### config.mk
export PLATFORM = sky130hd
export DESIGN_NAME = seg_rca_adder
export DESIGN_NICKNAME = d
export VERILOG_FILES = /design/src/rtl/rca_pkg.sv /design/src/rtl/rca_seg.sv /design/src/rtl/seg_rca_adder.sv
export SDC_FILE = /design/constraint.sdc
export NUM_CORES = 1
export LEC_CHECK = 0
export BUFFER_PORTS_ARGS = -buffer_cell sky130_fd_sc_hd__buf_4
export CORE_ASPECT_RATIO = 1.1
export CORE_UTILIZATION = 40
export CTS_CLUSTER_DIAMETER = 150
export DETAILED_ROUTE_END_ITERATION = 16
export PLACE_DENSITY = 0.63
export SYNTH_ARGS = -nofsm -noshare
export SYNTH_HDL_FRONTEND = slang
export SYNTH_HIERARCHICAL = 1
export SYNTH_SLANG_ARGS = --single-unit
### constraint.sdc
create_clock -name clk -period 3 [get_ports clk]
set_input_delay 0.45 -clock clk [delete_from_list [all_inputs] [get_ports clk]]
set_output_delay 0.45 -clock clk [all_outputs]
set_load 0.05 [all_outputs]
### src/rtl/rca_pkg.sv
/*=============================================================================
 * Module   : rca_pkg
 * Brief    : Shared FSM encoding and WIDTH/SEG legality check for seg_rca_adder.
 * Revision : 1.0
 *===========================================================================*/
`default_nettype none

package rca_pkg;

  typedef enum logic [1:0] {
    ST_IDLE = 2'd0,
    ST_RUN  = 2'd1,
    ST_DONE = 2'd2
  } state_t;

  function automatic bit seg_cfg_ok(input int width, input int seg);
    return (seg >= 1) && (width >= seg) && ((width % seg) == 0);
  endfunction

endpackage

`default_nettype wire

### src/rtl/rca_seg.sv
/*=============================================================================
 * Module   : rca_seg
 * Brief    : SEG-bit combinational ripple-carry slice with carry into the MSB.
 * Revision : 1.0
 *===========================================================================*/
`default_nettype none

module rca_seg #(
  parameter int SEG = 4
) (
  input  logic [SEG-1:0] a,
  input  logic [SEG-1:0] b,
  input  logic           ci,
  output logic [SEG-1:0] s,
  output logic           co,
  output logic           c_msb_in
);

  // A scalar running carry keeps the ripple free of vector self-dependency.
  always_comb begin
    logic c;
    s        = '0;
    c_msb_in = 1'b0;
    c        = ci;
    for (int i = 0; i < SEG; i++) begin
      if (i == SEG - 1) c_msb_in = c;
      s[i] = a[i] ^ b[i] ^ c;
      c    = (a[i] & b[i]) | (c & (a[i] ^ b[i]));
    end
    co = c;
  end

endmodule

`default_nettype wire

### src/rtl/seg_rca_adder.sv
/*=============================================================================
 * Module   : seg_rca_adder
 * Brief    : Multi-cycle add/subtract, SEG bits per cycle through one shared slice.
 * Revision : 1.0
 *===========================================================================*/
`default_nettype none

module seg_rca_adder
  import rca_pkg::*;
#(
  parameter int WIDTH = 16,
  parameter int SEG   = 4
) (
  input  logic             clk,
  input  logic             rst_n,
  input  logic             in_valid,
  output logic             in_ready,
  input  logic [WIDTH-1:0] a,
  input  logic [WIDTH-1:0] b,
  input  logic             cin,
  input  logic             sub,
  output logic             out_valid,
  input  logic             out_ready,
  output logic [WIDTH-1:0] sum,
  output logic             cout,
  output logic             ovf
);

  localparam int NSEG = (SEG >= 1) ? (WIDTH / SEG) : 1;
  localparam int c_KW = (NSEG > 1) ? $clog2(NSEG) : 1;
  localparam logic [c_KW-1:0] c_KLAST = c_KW'(NSEG - 1);

  if (!seg_cfg_ok(WIDTH, SEG)) begin : g_cfg_err
    $error("seg_rca_adder: WIDTH must be a positive multiple of SEG");
  end

  state_t            r_state;
  state_t            w_state_nxt;
  logic [WIDTH-1:0]  r_a;
  logic [WIDTH-1:0]  r_b;
  logic              r_carry;
  logic [c_KW-1:0]   r_k;
  logic [WIDTH-1:0]  r_sum;
  logic              r_cout;
  logic              r_ovf;

  logic [SEG-1:0]    w_seg_a;
  logic [SEG-1:0]    w_seg_b;
  logic [SEG-1:0]    w_seg_s;
  logic              w_seg_co;
  logic              w_seg_cmsb;

  assign w_seg_a = r_a[r_k*SEG +: SEG];
  assign w_seg_b = r_b[r_k*SEG +: SEG];

  rca_seg #(.SEG(SEG)) u_seg (
    .a        (w_seg_a),
    .b        (w_seg_b),
    .ci       (r_carry),
    .s        (w_seg_s),
    .co       (w_seg_co),
    .c_msb_in (w_seg_cmsb)
  );

  always_ff @(posedge clk or negedge rst_n) begin
    if (!rst_n) r_state <= ST_IDLE;
    else        r_state <= w_state_nxt;
  end

  always_comb begin
    w_state_nxt = r_state;
    case (r_state)
      ST_IDLE: if (in_valid)         w_state_nxt = ST_RUN;
      ST_RUN:  if (r_k == c_KLAST)   w_state_nxt = ST_DONE;
      ST_DONE: if (out_ready)        w_state_nxt = ST_IDLE;
      default:                       w_state_nxt = ST_IDLE;
    endcase
  end

  // Subtraction is a + ~b + ~borrow, so cout reads as "no borrow".
  always_ff @(posedge clk or negedge rst_n) begin
    if (!rst_n) begin
      r_a     <= '0;
      r_b     <= '0;
      r_carry <= 1'b0;
      r_k     <= '0;
      r_sum   <= '0;
      r_cout  <= 1'b0;
      r_ovf   <= 1'b0;
    end else begin
      case (r_state)
        ST_IDLE: begin
          if (in_valid) begin
            r_a     <= a;
            r_b     <= sub ? ~b : b;
            r_carry <= sub ? ~cin : cin;
            r_k     <= '0;
          end
        end
        ST_RUN: begin
          r_sum[r_k*SEG +: SEG] <= w_seg_s;
          r_carry               <= w_seg_co;
          r_k                   <= r_k + 1'b1;
          if (r_k == c_KLAST) begin
            r_cout <= w_seg_co;
            r_ovf  <= w_seg_co ^ w_seg_cmsb;
          end
        end
        default: ;
      endcase
    end
  end

  assign in_ready  = (r_state == ST_IDLE);
  assign out_valid = (r_state == ST_DONE);
  assign sum       = r_sum;
  assign cout      = r_cout;
  assign ovf       = r_ovf;

endmodule

`default_nettype wire

=== Yosys cells after proc, flatten, opt, wreduce, memory -nomap -nowiden ===
Cells that the tools add are included.

* Divide/modulo/power cells: 0
* Order comparisons: 0
* Reductions and logical operators: 6
* Multiplexer cells: 11
* Bitwise gates (word level): 23
* $mul: 0
* Add/sub/neg operators: 2
* Shift-type cells: 4
* Equality and inequality tests: 6

{| class="wikitable"
|+ Operator list
! cell !! number
|-
| 4-bit negation with 34-bit output || 1
|-
| 4-bit by 34-bit variable shift with 16-bit output (first input constant) || 1
|-
| 4-bit by 34-bit indexed part select with 16-bit output || 1
|-
| 16-bit by 5-bit indexed part select with 4-bit output || 2
|-
| 16-bit bitwise mux || 1
|-
| 16-bit 2-to-1 mux || 1
|-
| 16-bit NOT || 1
|-
| 1-bit XOR || 9
|-
| 1-bit AND || 8
|-
| 2-bit 2-to-1 mux || 4
|-
| 2-bit one-hot mux with 3 select lines || 1
|-
| 2-bit AND reduction || 3
|-
| 2-bit equality test (second input constant) || 2
|-
| 2-bit != test (second input constant) || 2
|-
| 1-bit OR || 4
|-
| 2-bit one-hot mux with 2 select lines || 1
|-
| 3-bit AND reduction || 1
|-
| 2-bit by 1-bit adder with 2-bit output (second input constant) || 1
|-
| 2-bit by 1-bit equality test with 1-bit output (second input constant) || 1
|-
| 2-bit logical NOT || 1
|-
| 1-bit 2-to-1 mux || 2
|-
| 2-bit by 1-bit != test with 1-bit output (second input constant) || 1
|-
| 1-bit one-hot mux with 2 select lines || 1
|-
| 2-bit nonzero test || 1
|-
| 1-bit NOT || 1
|}

* Output and inout bits: 20
* Bits of input ports: 38
* Latch bits: 0
* Bits in registers: 55
* Bits in read-only memories: 0
* RAM bits: 0
* Logic and storage cells: 60
* Memories kept: 0

=== Logic depth before layout (Yosys ltp) ===
Gate-level depths: netlist of the first run.

* Word-level depth: 11
* Mapped depth: 10

=== Hierarchy ===
The synthesis of the first run kept the hierarchy.

{| class="wikitable"
|+ Modules (own cells, without submodules)
! module !! instances !! seq. area each (um^2) !! area each (um^2) !! cells each
|-
| seg_rca_adder || 1 || 1,376.3 || 2,678.8 || 241
|-
| rca_seg || 1 || 0.0 || 110.1 || 12
|}

=== Worst setup path before layout of the first run ===
Ideal clock, no wire load.

* Path type: register to register
* Start: register r_k[0]
* End: register r_sum[15] (netlist: sum[15])
* Buffers on the path: 1
* Clock period less this slack: 2,875 ps
* Slack: 125 ps
* Stages on the path, launching flop included: 10
* Arrival time: 2,754 ps
* Data required time: 2,879 ps
* Setup time: 121 ps
* Path through: dfrtp_1 -> buf_6 -> mux4_2 -> fa_1 -> inv_1 -> fa_1 -> fa_1 -> inv_1 -> fa_1 -> a22o_1

* Word-level cells in the longest chain between the ends: 11
* Elaborated cells on any way between the ends: 23
* Those cells by class: add/sub (1); shift (4); mux (1); bitwise (17)

{| class="wikitable"
|+ Ends and longest elaborated chain
! item !! RTL line !! text
|-
| start, declared || seg_rca_adder.sv:42 || <nowiki>logic [c_KW-1:0] r_k;</nowiki>
|-
| start signal, assigned || seg_rca_adder.sv:103 || <nowiki>r_k <= r_k + 1'b1;</nowiki>
|-
| 16-bit by 5-bit indexed part select with 4-bit output (*) || seg_rca_adder.sv:53 || <nowiki>assign w_seg_a = r_a[r_k*SEG +: SEG];</nowiki>
|-
| net w_seg_a[0] || seg_rca_adder.sv:47 || <nowiki>logic [SEG-1:0] w_seg_a;</nowiki>
|-
| 1-bit XOR || rca_seg.sv:28 || <nowiki>c = (a[i] & b[i]) | (c & (a[i] ^ b[i]));</nowiki>
|-
| 1-bit AND || rca_seg.sv:28 ||
|-
| 1-bit OR (*) || rca_seg.sv:28 ||
|-
| 1-bit AND (*) || rca_seg.sv:28 ||
|-
| 1-bit OR (*) || rca_seg.sv:28 ||
|-
| 1-bit AND (*) || rca_seg.sv:28 ||
|-
| 1-bit OR (*) || rca_seg.sv:28 ||
|-
| net w_seg_cmsb || seg_rca_adder.sv:51 || <nowiki>logic w_seg_cmsb;</nowiki>
|-
| 1-bit XOR (*) || rca_seg.sv:27 || <nowiki>s[i] = a[i] ^ b[i] ^ c;</nowiki>
|-
| net w_seg_s[3] || seg_rca_adder.sv:49 || <nowiki>logic [SEG-1:0] w_seg_s;</nowiki>
|-
| 4-bit by 34-bit indexed part select with 16-bit output (*) || seg_rca_adder.sv:101 || <nowiki>r_sum[r_k*SEG +: SEG] <= w_seg_s;</nowiki>
|-
| 16-bit bitwise mux (*) || seg_rca_adder.sv:101 ||
|-
| end signal, assigned by index || seg_rca_adder.sv:101 ||
|-
| end, declared || seg_rca_adder.sv:43 || <nowiki>logic [WIDTH-1:0] r_sum;</nowiki>
|}

The timed path passes the listed nets; every way through them passes the cells marked *.
A chain may end at the register's enable or synchronous reset.

=== Final worst setup path of the first run ===
* Start: register r_k[0]
* End: register r_sum[15] (netlist: sum[15])

* Elaborated cells on any way between the ends: 23
* Those cells by class: add/sub (1); shift (4); mux (1); bitwise (17)

{| class="wikitable"
|+ RTL lines
! item !! RTL line
|-
| 16-bit by 5-bit indexed part select with 4-bit output (*) || seg_rca_adder.sv:53
|-
| net w_seg_a[1] || seg_rca_adder.sv:47
|-
| 1-bit XOR || rca_seg.sv:28
|-
| 1-bit AND || rca_seg.sv:28
|-
| 1-bit OR (*) || rca_seg.sv:28
|-
| 1-bit AND (*) || rca_seg.sv:28
|-
| 1-bit OR (*) || rca_seg.sv:28
|-
| net w_seg_cmsb || seg_rca_adder.sv:51
|-
| 1-bit XOR (*) || rca_seg.sv:27
|-
| net w_seg_s[3] || seg_rca_adder.sv:49
|-
| 4-bit by 34-bit indexed part select with 16-bit output (*) || seg_rca_adder.sv:101
|-
| 16-bit bitwise mux (*) || seg_rca_adder.sv:101
|}

Marks and branches as above.

==> results.yml, run 1 <==
synth:
  synth_area_leaders: "dfrtp_1 49%, nand2_1 11%, mux4_2 6.5%, xnor2_1 5.3%, o21ai_2 5.0%"
  synth_nets: 300
  synth-edff-count: 0
  synth-seq-cells: 55
  synth_top_area_share_pct: 49.3
  avgSynthCellArea_um2: 11.0
  syn_area_um2: 2790
  async_flop_share_pct: 100
  yosysMostFrequentCell: "nand2_1"
  netlist_instances: 253
  yosysUniqueCellTypes: 31
  yosysSeqAreaShare_pct: 49.3
  synth_top_cell_by_area: "dfrtp_1"
  synth_flop_cell: "dfrtp_1"
  synthTopCellsByCount: "83 x nand2_1, 55 x dfrtp_1, 17 x xnor2_1"
  yosysWarnings: 6
pwr:
  switching_power_mw: 1.71
  p_comb_share_pct: 55.3
  p_leak_nw: 1.59
  power.share.clock_pct: 10.2
  seq_power_share_pct: 34.5
  power.density_nw_per_um2: 1130
  finalPower_mw: 3.74
  internal-power_mw: 2.03
  ir_drop_uv: 615
  swShare_pct: 45.7
timing:
  rsz0062_at_grt: "no"
  setup_viol: 0
  hold_violations: 0
  tightest_slew_ps: 1020
  fmax_ghz: 0.360
  finalMaxSlewViolations: 0
  max_slew_margin_pct: 31.9
  period_needed_ps: 2780
  fin_tns_setup_ps: 0
  fin_crit_sh_pct: 92.5
  fin_worst_skew_ps: 4.56
final_layout:
  antennaDiodeCount: 0
  drive_gt1_share_pct: 32.2
  syn_to_final_growth_pct: 18.5
  finalNonFillerCells: 389
  final_area_um2: 3310
  fin_nets: 355
placed_design:
  routabilityCongestion: 0.815
  dp_cells: 383
  port-buffer-count: 57
  place_hpwl_mm: 3.98
  place_area_um2: 3230
grt:
  track_usage_pct: 16.6
  grt_max_degree: 56
  grt_pass1_wl_mm: 9.00
  antenna_found_initial: 0
  grt-ovfl-total: 0
  first_global_vias: 1827
critical_path:
  path_max_fanout: 11
  end_kind: "flop"
  arrival_ps: 2970
  start_kind: "flop"
  crit_required_ps: 3200
  worstSetupPathType: "flop to flop"
min_path:
  hp-class: "primary input to asynchronous set/reset pin"
clock_tree:
  cts.repair.resized: 0
  cts_made_buffers: 5
  clk_latency_ps: 300
  cts.clk_slew.worst_paths_ps: 90
  cts_root_buffer: "clkbuf_8"
  post_cts_buffers: 0
  htreeDepth: 2
  holdBufCountCts: 0
  cts_buffer_depth: 2
  cts_tree: "done"
  clock_sinks: 55
drt:
  via_count: 1867
  firstDrtPassIters: 2
  postRouteAntennaNets: 0
  vias_per_cell: 4.80
  drc_errors: 0
  wl_mm: 5.37
  drt-wirelength-per-cell_um: 13.8
  drtIter0Drc: 75
floorplanning:
  start_util_pct: 41.8
  die_y_um: 89.6
  rows: 31
  die_w_um: 81.6
  core_area_um2: 6670
  dieArea_um2: 7310
  io_pins: 58
run:
  maxCapViolations: 0
run_status:
  status: "finished, final reports clean"
==> power by group through the flow <==
| stage | Combinational, mW | Sequential (mW) | Clock (mW) |
|---|---|---|---|
| 6_report | 2.07 | 1.29 | 0.381 |
| 5_1_grt | 2.31 | 1.34 | 0.426 |
| 4_1_cts | 2.10 | 1.30 | 0.397 |
| 3_5_place_dp | 2.10 | 1.31 | 0 |
| 3_3_place_gp | 2.05 | 1.32 | 0 |
| 2_1_floorplan | 1.41 | 1.49 | 0 |
==> worst max-delay path, cell delays in order (launching register included) <==
cell and delay [ps]:
dfrtp_1 440, buf_4 210, mux4_2 340, inv_1 50, fa_1 440, fa_1 380, inv_1 110, fa_1 480
a22o_1 220
==> layout by cell type, fill, tap and decap left out <==
master,count
nor4_4,1
nand2_1,83
buf_4,61
dfrtp_1,55
nand3_1,2
mux4_2,8
o21ai_0,12
or3b_2,1
nor3b_2,1
mux2_2,1
a22o_1,8
nand3b_1,4
inv_1,11
nand2b_1,2
clkinvlp_4,1
fa_1,4
xnor2_1,17
o31ai_1,1
nor4b_4,1
a22oi_1,1
nor2_1,1
o21ai_2,16
nor2b_1,1
or2_2,1
clkbuf_8,5
nor4b_2,1
xor2_1,1
and4bb_2,1
ha_1,5
==> logic make-up after synthesis <==
kind of cell | count (synthesis) | synth area share (%)
mux | 9 | 6.86
compound gates | 38 | 10.2
fa+ha+maj | 9 | 5.11
simple gates | 100 | 17.0
xor+xnor | 18 | 5.65
buf+inv | 24 | 5.79
flops | 55 | 49.3
==> metrics by stage <==
stage | worst slack, ps | hold WS [ps] | util [%]
2_1_floorplan | 125 | 154 | -
3_3_place_gp | 299 | 463 | 48.4
3_5_place_dp | 220 | 459 | 48.4
4_1_cts | 206 | 209 | 49.5
5_1_grt | 75.0 | 230 | 49.5
6_report | 224 | 189 | 49.5
==> flip-flops by register name (all words and copies together), names as in the netlist <==
name	cells
cout	1
r_k	2
r_carry	1
sum	16
ovf	1
r_b	16
r_a	16
r_state	2
==> final cells by class <==
cell class | count | area (um^2)
sequential | 55 | 1380
inverter | 11 | 41.3
clock buffer | 5 | 68.8
clock inverter | 1 | 7.51
multi-input combinational | 174 | 1250
timing repair buffer | 61 | 458
tap | 82 | 103
fill | 614 | 3370
==> routing by layer <==
metal	global-route usage [%]	share of wire [%]
met1	22.7	47
met2	26.2	46
met3	3.43	4.8
met4	5.90	2.1
met5	0	0
==> final timing paths <==
| kind | startpoint | slack (ps) | cells past startpoint | endpoint |
|---|---|---|---|---|
| hold / removal | rst_n | 190 | 1 | r_state[1]$_DFFE_PN0P_ |
| setup / recovery | r_k[0]$_DFFE_PN0P_ | 220 | 8 | sum[15]$_DFFE_PN0P_ |
| setup reg to reg | r_k[0]$_DFFE_PN0P_ | 220 | 8 | sum[15]$_DFFE_PN0P_ |
| min in group clk | a[11] | 330 | 3 | r_a[11]$_DFFE_PN0P_ |
| hold reg to reg | r_a[15]$_DFFE_PN0P_ | 480 | 2 | r_a[15]$_DFFE_PN0P_ |
| max in group asynchronous | rst_n | 2380 | 1 | r_b[9]$_DFFE_PN0P_ |
No activity file was read; power rests on OpenSTA's default activity.
==> run 2: changes to the inputs <==
- ABC_AREA: default -> 1
==> run 2 against run 1 <==
  * Wire length rose by 8.1%
  * Power rose by 5.1%
  * Global-route usage rose by 0.56 points
  * Critical path depth rose by 5
  * Synthesized cell count rose by 41%
  * Register-to-register slack barely moved
  * Critical path type unchanged
  * Critical endpoint unchanged
==> results.yml, run 2 <==
run_status:
  status: "finished, final reports clean"
drt:
  via_count: 2272
  wl_mm: 5.80
  drc_errors: 0
  postRouteAntennaNets: 0
  drtIter0Drc: 89
  firstDrtPassIters: 4
  drt-wirelength-per-cell_um: 11.7
  vias_per_cell: 4.60
clock_tree:
  clk_latency_ps: 300
  cts_root_buffer: "clkbuf_8"
  clock_sinks: 55
  htreeDepth: 2
  holdBufCountCts: 0
  cts_made_buffers: 5
  cts_buffer_depth: 2
  cts_tree: "done"
  cts.clk_slew.worst_paths_ps: 100
synth:
  synth_nets: 403
  yosysMostFrequentCell: "nand2_1"
  synth_xor_area_share_pct: 5.22
  yosysSeqAreaShare_pct: 48.2
  yosysWarnings: 6
  synth_flop_cell: "dfrtp_1"
  synth-edff-count: 0
  synthSimpleGateAreaFrac_pct: 26.4
  avgSynthCellArea_um2: 8.02
  synth_compound_area_share_pct: 7.28
  yosysUniqueCellTypes: 22
  synth_top_family_by_area: "simple AND/OR/NAND/NOR gates"
  async_flop_share_pct: 100
  synthTopCellsByCount: "171 x nand2_1, 55 x dfrtp_1, 30 x inv_1"
  synth_top_cell_by_area: "dfrtp_1"
  synth-seq-cells: 55
  netlist_instances: 356
  synthAdderAreaFrac_pct: 5.00
  synth_top_area_share_pct: 48.2
  synth_area_leaders: "dfrtp_1 48%, nand2_1 22%, xor2_1 5.2%, o211ai_1 4.2%, inv_1 3.9%"
  synthMuxAreaShare_pct: 0
  syn_area_um2: 2850
critical_path:
  arrival_ps: 2970
  start_kind: "flop"
  rrSetupSlack_ps: 230
  path_max_fanout: 21
  crit_required_ps: 3190
  end_kind: "flop"
  r2r_cells: 13
  worstSetupPathType: "flop to flop"
grt:
  grt_max_degree: 56
  grt_pass1_wl_mm: 9.99
  first_global_vias: 2210
  track_usage_pct: 17.1
  antenna_found_initial: 0
  grt-ovfl-total: 0
pwr:
  power.share.clock_pct: 12.9
  power.density_nw_per_um2: 1140
  finalPower_mw: 3.94
  switching_power_mw: 1.88
  swShare_pct: 47.7
  seq_power_share_pct: 31.9
  p_comb_share_pct: 55.2
  p_leak_nw: 1.92
  internal-power_mw: 2.06
  ir_drop_uv: 607
timing:
  fmax_ghz: 0.360
  max_slew_margin_pct: 46.8
  rsz0062_at_grt: "no"
  setup_viol: 0
  fin_tns_setup_ps: 0
  finalMaxSlewViolations: 0
  period_needed_ps: 2770
  tightest_slew_ps: 797
  fin_crit_sh_pct: 92.5
  fin_worst_skew_ps: 9.28
  hold_violations: 0
placed_design:
  port-buffer-count: 57
  routabilityCongestion: 0.824
  place_hpwl_mm: 4.36
  place_area_um2: 3330
  dp_cells: 486
floorplanning:
  die_w_um: 82.5
  rows: 31
  dieArea_um2: 7480
  start_util_pct: 42.3
  die_y_um: 90.6
  io_pins: 58
  core_area_um2: 6750
final_layout:
  finalNonFillerCells: 494
  drive_gt1_share_pct: 19.2
  mostFrequentLayoutCells: "171 x nand2_1, 61 x buf_4, 55 x dfrtp_1"
  fin_nets: 458
  layout_commonest_cell: "nand2_1"
  final.fill_count: 694
  fin_util_pct: 51.1
  final_area_um2: 3450
  syn_to_final_growth_pct: 20.7
  antennaDiodeCount: 0
min_path:
  hp-class: "primary input to asynchronous set/reset pin"
run:
  maxCapViolations: 0
run 2: changes by cell type after synthesis, moves of 13 or more:
cell | previous run | this run
nand2_1 | 83 | 171
o21ai_2 | 16 | 0
nor2_1 | 1 | 14
xnor2_1 | 17 | 0
xor2_1 | 1 | 17
o211ai_1 | 0 | 16
inv_1 | 11 | 30
run 2: cell families (layout without fill, tap and decap cells):
| kind of cell | Yosys count | count (layout) |
|---|---|---|
| xor gates and xnor gates | 17 | 17 |
| adders and majority gates | 9 | 9 |
| buffers and inverters | 49 | 105 |
| DFF | 55 | 55 |
| and+or+nand+nor | 193 | 193 |
| AOI/OAI and AO/OA | 33 | 33 |
run 2: final timing paths:
kind / startpoint / end
max: r_k[0]$_DFFE_PN0P_ / sum[15]$_DFFE_PN0P_
min: rst_n / sum[9]$_DFFE_PN0P_
max reg2reg: r_k[0]$_DFFE_PN0P_ / sum[15]$_DFFE_PN0P_
min reg2reg: sum[10]$_DFFE_PN0P_ / sum[10]$_DFFE_PN0P_
max in group asynchronous: rst_n / sum[13]$_DFFE_PN0P_
min in group clk: out_ready / r_state[1]$_DFFE_PN0P_
run 2: per-stage QoR:
step           setup WS [ps]  hold WS [ps]
5_1_grt                 27.5           231
3_3_place_gp             218           461
6_report                 226           186
2_1_floorplan            258           154
4_1_cts                  134           213
3_5_place_dp             156           467
run 2: final cells by class:
class,count,area [um^2],area share (%)
multi-input cells,252,1250,36.4
clock inverters,2,35.0,1.02
inverters,36,138,3.99
repair buffers,61,458,13.3
clock buffers,6,82.6,2.40
flip-flops and latches,55,1380,39.9
well taps,82,103,2.98
run 2: timing repair:
| action | CTS | global route |
|---|---|---|
| resized for setup | 0 | 2 |
| endpoints found under the setup margin | 0 | 3 |
| buffers inserted | 0 | 0 |
run 2: routing by layer:
layer  part of all wire [%]  vias to the layer above  track usage, %  wire length, um
met4                   0.47                        0            3.45               27
met2                     49                       47            28.0             2830
met3                    4.3                        2            3.33              251
met1                     46                     1026            23.4             2690
li1                       -                     1197               -                -
met5                      0                        -               0                0
run 2: worst max-delay path: stages (launching register included):
cell and delay [ps]:
dfrtp_1 420, inv_4 170, buf_4 260, o211ai_1 120, nand2_1 70, inv_1 50, fa_1 410, fa_1 360
inv_1 100, fa_1 430, nand2_1 100, nor2_1 60, nand2_1 70, nand2_1 40
run 2: power groups by stage:
stage	clock network, mW	logic (mW)	registers, mW
2_1_floorplan	0	1.38	1.51
6_report	0.509	2.17	1.25
3_3_place_gp	0	2.18	1.26
5_1_grt	0.551	2.48	1.30
3_5_place_dp	0	2.21	1.27
4_1_cts	0.524	2.21	1.25
==> run 3: changes to the inputs <==
- ABC_AREA: 1 -> default
- CORE_MARGIN: default -> 4
- clock period: 3 -> 2.4 ns (I/O delays scaled with it)
==> run 3 against run 2 <==
  * Flip-flop and latch count stayed put
  * Die area is 12% higher
  * The run now ends with setup timing left
  * Final cell count is 19% lower
  * Clock power is 19% higher
==> results.yml, run 3 (synthesized netlist as in run 1, its figures left out) <==
run_status:
  status: "finished with violations"
  violations: "setup timing"
timing:
  max_slew_margin_pct: 53.3
  setup_viol: 7
  period_needed_ps: 2630
  fmax_ghz: 0.380
  fin_worst_skew_ps: 5.99
  fin_crit_sh_pct: 110
  rsz0062_at_grt: "yes"
  tightest_slew_ps: 701
  hold_violations: 0
  finalMaxSlewViolations: 0
  holdWs_ps: 78.6
  setup_ws_ps: -233
  fin_tns_setup_ps: -1190
final_layout:
  mostFrequentLayoutCells: "83 x nand2_1, 68 x buf_4, 54 x dfrtp_1"
  fin_util_pct: 51.6
  fin_nets: 363
  layout_commonest_cell: "nand2_1"
  final_area_um2: 3440
  syn_to_final_growth_pct: 23.3
  finalNonFillerCells: 399
  drive_gt1_share_pct: 37.5
  antennaDiodeCount: 0
drt:
  drt-wirelength-per-cell_um: 13.9
  postRouteAntennaNets: 0
  vias_per_cell: 4.86
  wl_mm: 5.54
  via_count: 1940
  firstDrtPassIters: 4
  drtIter0Drc: 83
  drc_errors: 0
floorplanning:
  die_y_um: 95.6
  io_pins: 58
  rows: 31
  start_util_pct: 41.8
  core_area_um2: 6670
  dieArea_um2: 8370
  die_w_um: 87.6
placed_design:
  place_hpwl_mm: 4.10
  routabilityCongestion: 0.746
  port-buffer-count: 57
  place_area_um2: 3290
  dp_cells: 388
  place_ws_ps: -233
grt:
  grt_pass1_wl_mm: 9.19
  grt_max_degree: 56
  first_global_vias: 1889
  track_usage_pct: 14.3
  antenna_found_initial: 0
  grt-ovfl-total: 0
clock_tree:
  cts_made_buffers: 5
  cts_tree: "done"
  clock_sinks: 55
  htreeDepth: 2
  holdBufCountCts: 0
  cts_root_buffer: "clkbuf_8"
  cts.clk_slew.worst_paths_ps: 100
  cts_buffer_depth: 2
  clk_latency_ps: 310
min_path:
  hp-class: "primary input to asynchronous set/reset pin"
run:
  maxCapViolations: 0
critical_path:
  worstSetupPathType: "flop to flop"
  arrival_ps: 2860
  start_kind: "flop"
  crit_required_ps: 2630
  end_kind: "flop"
  path_max_fanout: 4
pwr:
  ir_drop_uv: 894
  finalPower_mw: 5.19
  p_leak_nw: 1.66
  power.density_nw_per_um2: 1510
==> run 3: changes by cell type in the layout (fill, tap and decap cells not counted), sizes merged, moves of 4 or more <==
cell    before  now
nand2      173   83
inv         35   11
xnor2        0   17
o211ai      16    0
xor2        17    1
nor2        16    1
o21ai       16   28
a22o         0    8
buf         61   69
mux4         0    8
nand3b       0    4
==> run 3: path summary, 6_finish.rpt <==
kind                                        to                start  slack, ps  cells after the start
setup / recovery           sum[11]$_DFFE_PN0P_   r_k[0]$_DFFE_PN0P_       -230                      9
hold / removal              sum[6]$_DFFE_PN0P_                rst_n         80                      1
setup reg to reg           sum[11]$_DFFE_PN0P_   r_k[0]$_DFFE_PN0P_       -230                      9
hold reg to reg            r_a[11]$_DFFE_PN0P_  r_a[11]$_DFFE_PN0P_        480                      2
max in group asynchronous   r_k[0]$_DFFE_PN0P_                rst_n       1810                      1
min in group clk           r_a[11]$_DFFE_PN0P_                a[11]        230                      3
==> run 3: critical path: stages (launching register included) <==
cell     delay, ps
dfrtp_2        420
mux4_2         530
fa_2           370
inv_2           70
fa_2           190
fa_2           200
inv_2           40
fa_2           560
nand2_1         60
o21ai_1        120
==> run 3: per-layer routing <==
metal  routed length, um  global-route usage, %
met4                  78                   4.60
met5                   0                      0
met3                 305                   3.11
met2                2620                   22.7
met1                2540                   19.4
==> run 3: final cells by class <==
cell class | count | area, um^2
fill | 640 | 3230
sequential | 55 | 1380
multi-input combinational | 174 | 1280
timing repair buffer | 69 | 531
tap | 82 | 103
clock buffer | 7 | 76.3
inverter | 11 | 41.3
clock inverter | 1 | 30.0
==> run 3: report_power, final <==
part,leakage (nW),total [mW],switching (mW),internal [mW]
Combinational,0.899,3.00,1.71,1.29
Sequential,0.704,1.59,0.261,1.33
Clock,0.0524,0.606,0.293,0.313
Total,1.66,5.19,2.26,2.93
==> run 3: repair_timing <==
item | CTS | global route
endpoints found under the setup margin | 8 | 9
buffers inserted | 1 | 2
pin swaps | 3 | 1
resized for setup | 1 | 5
gates cloned | 0 | 0
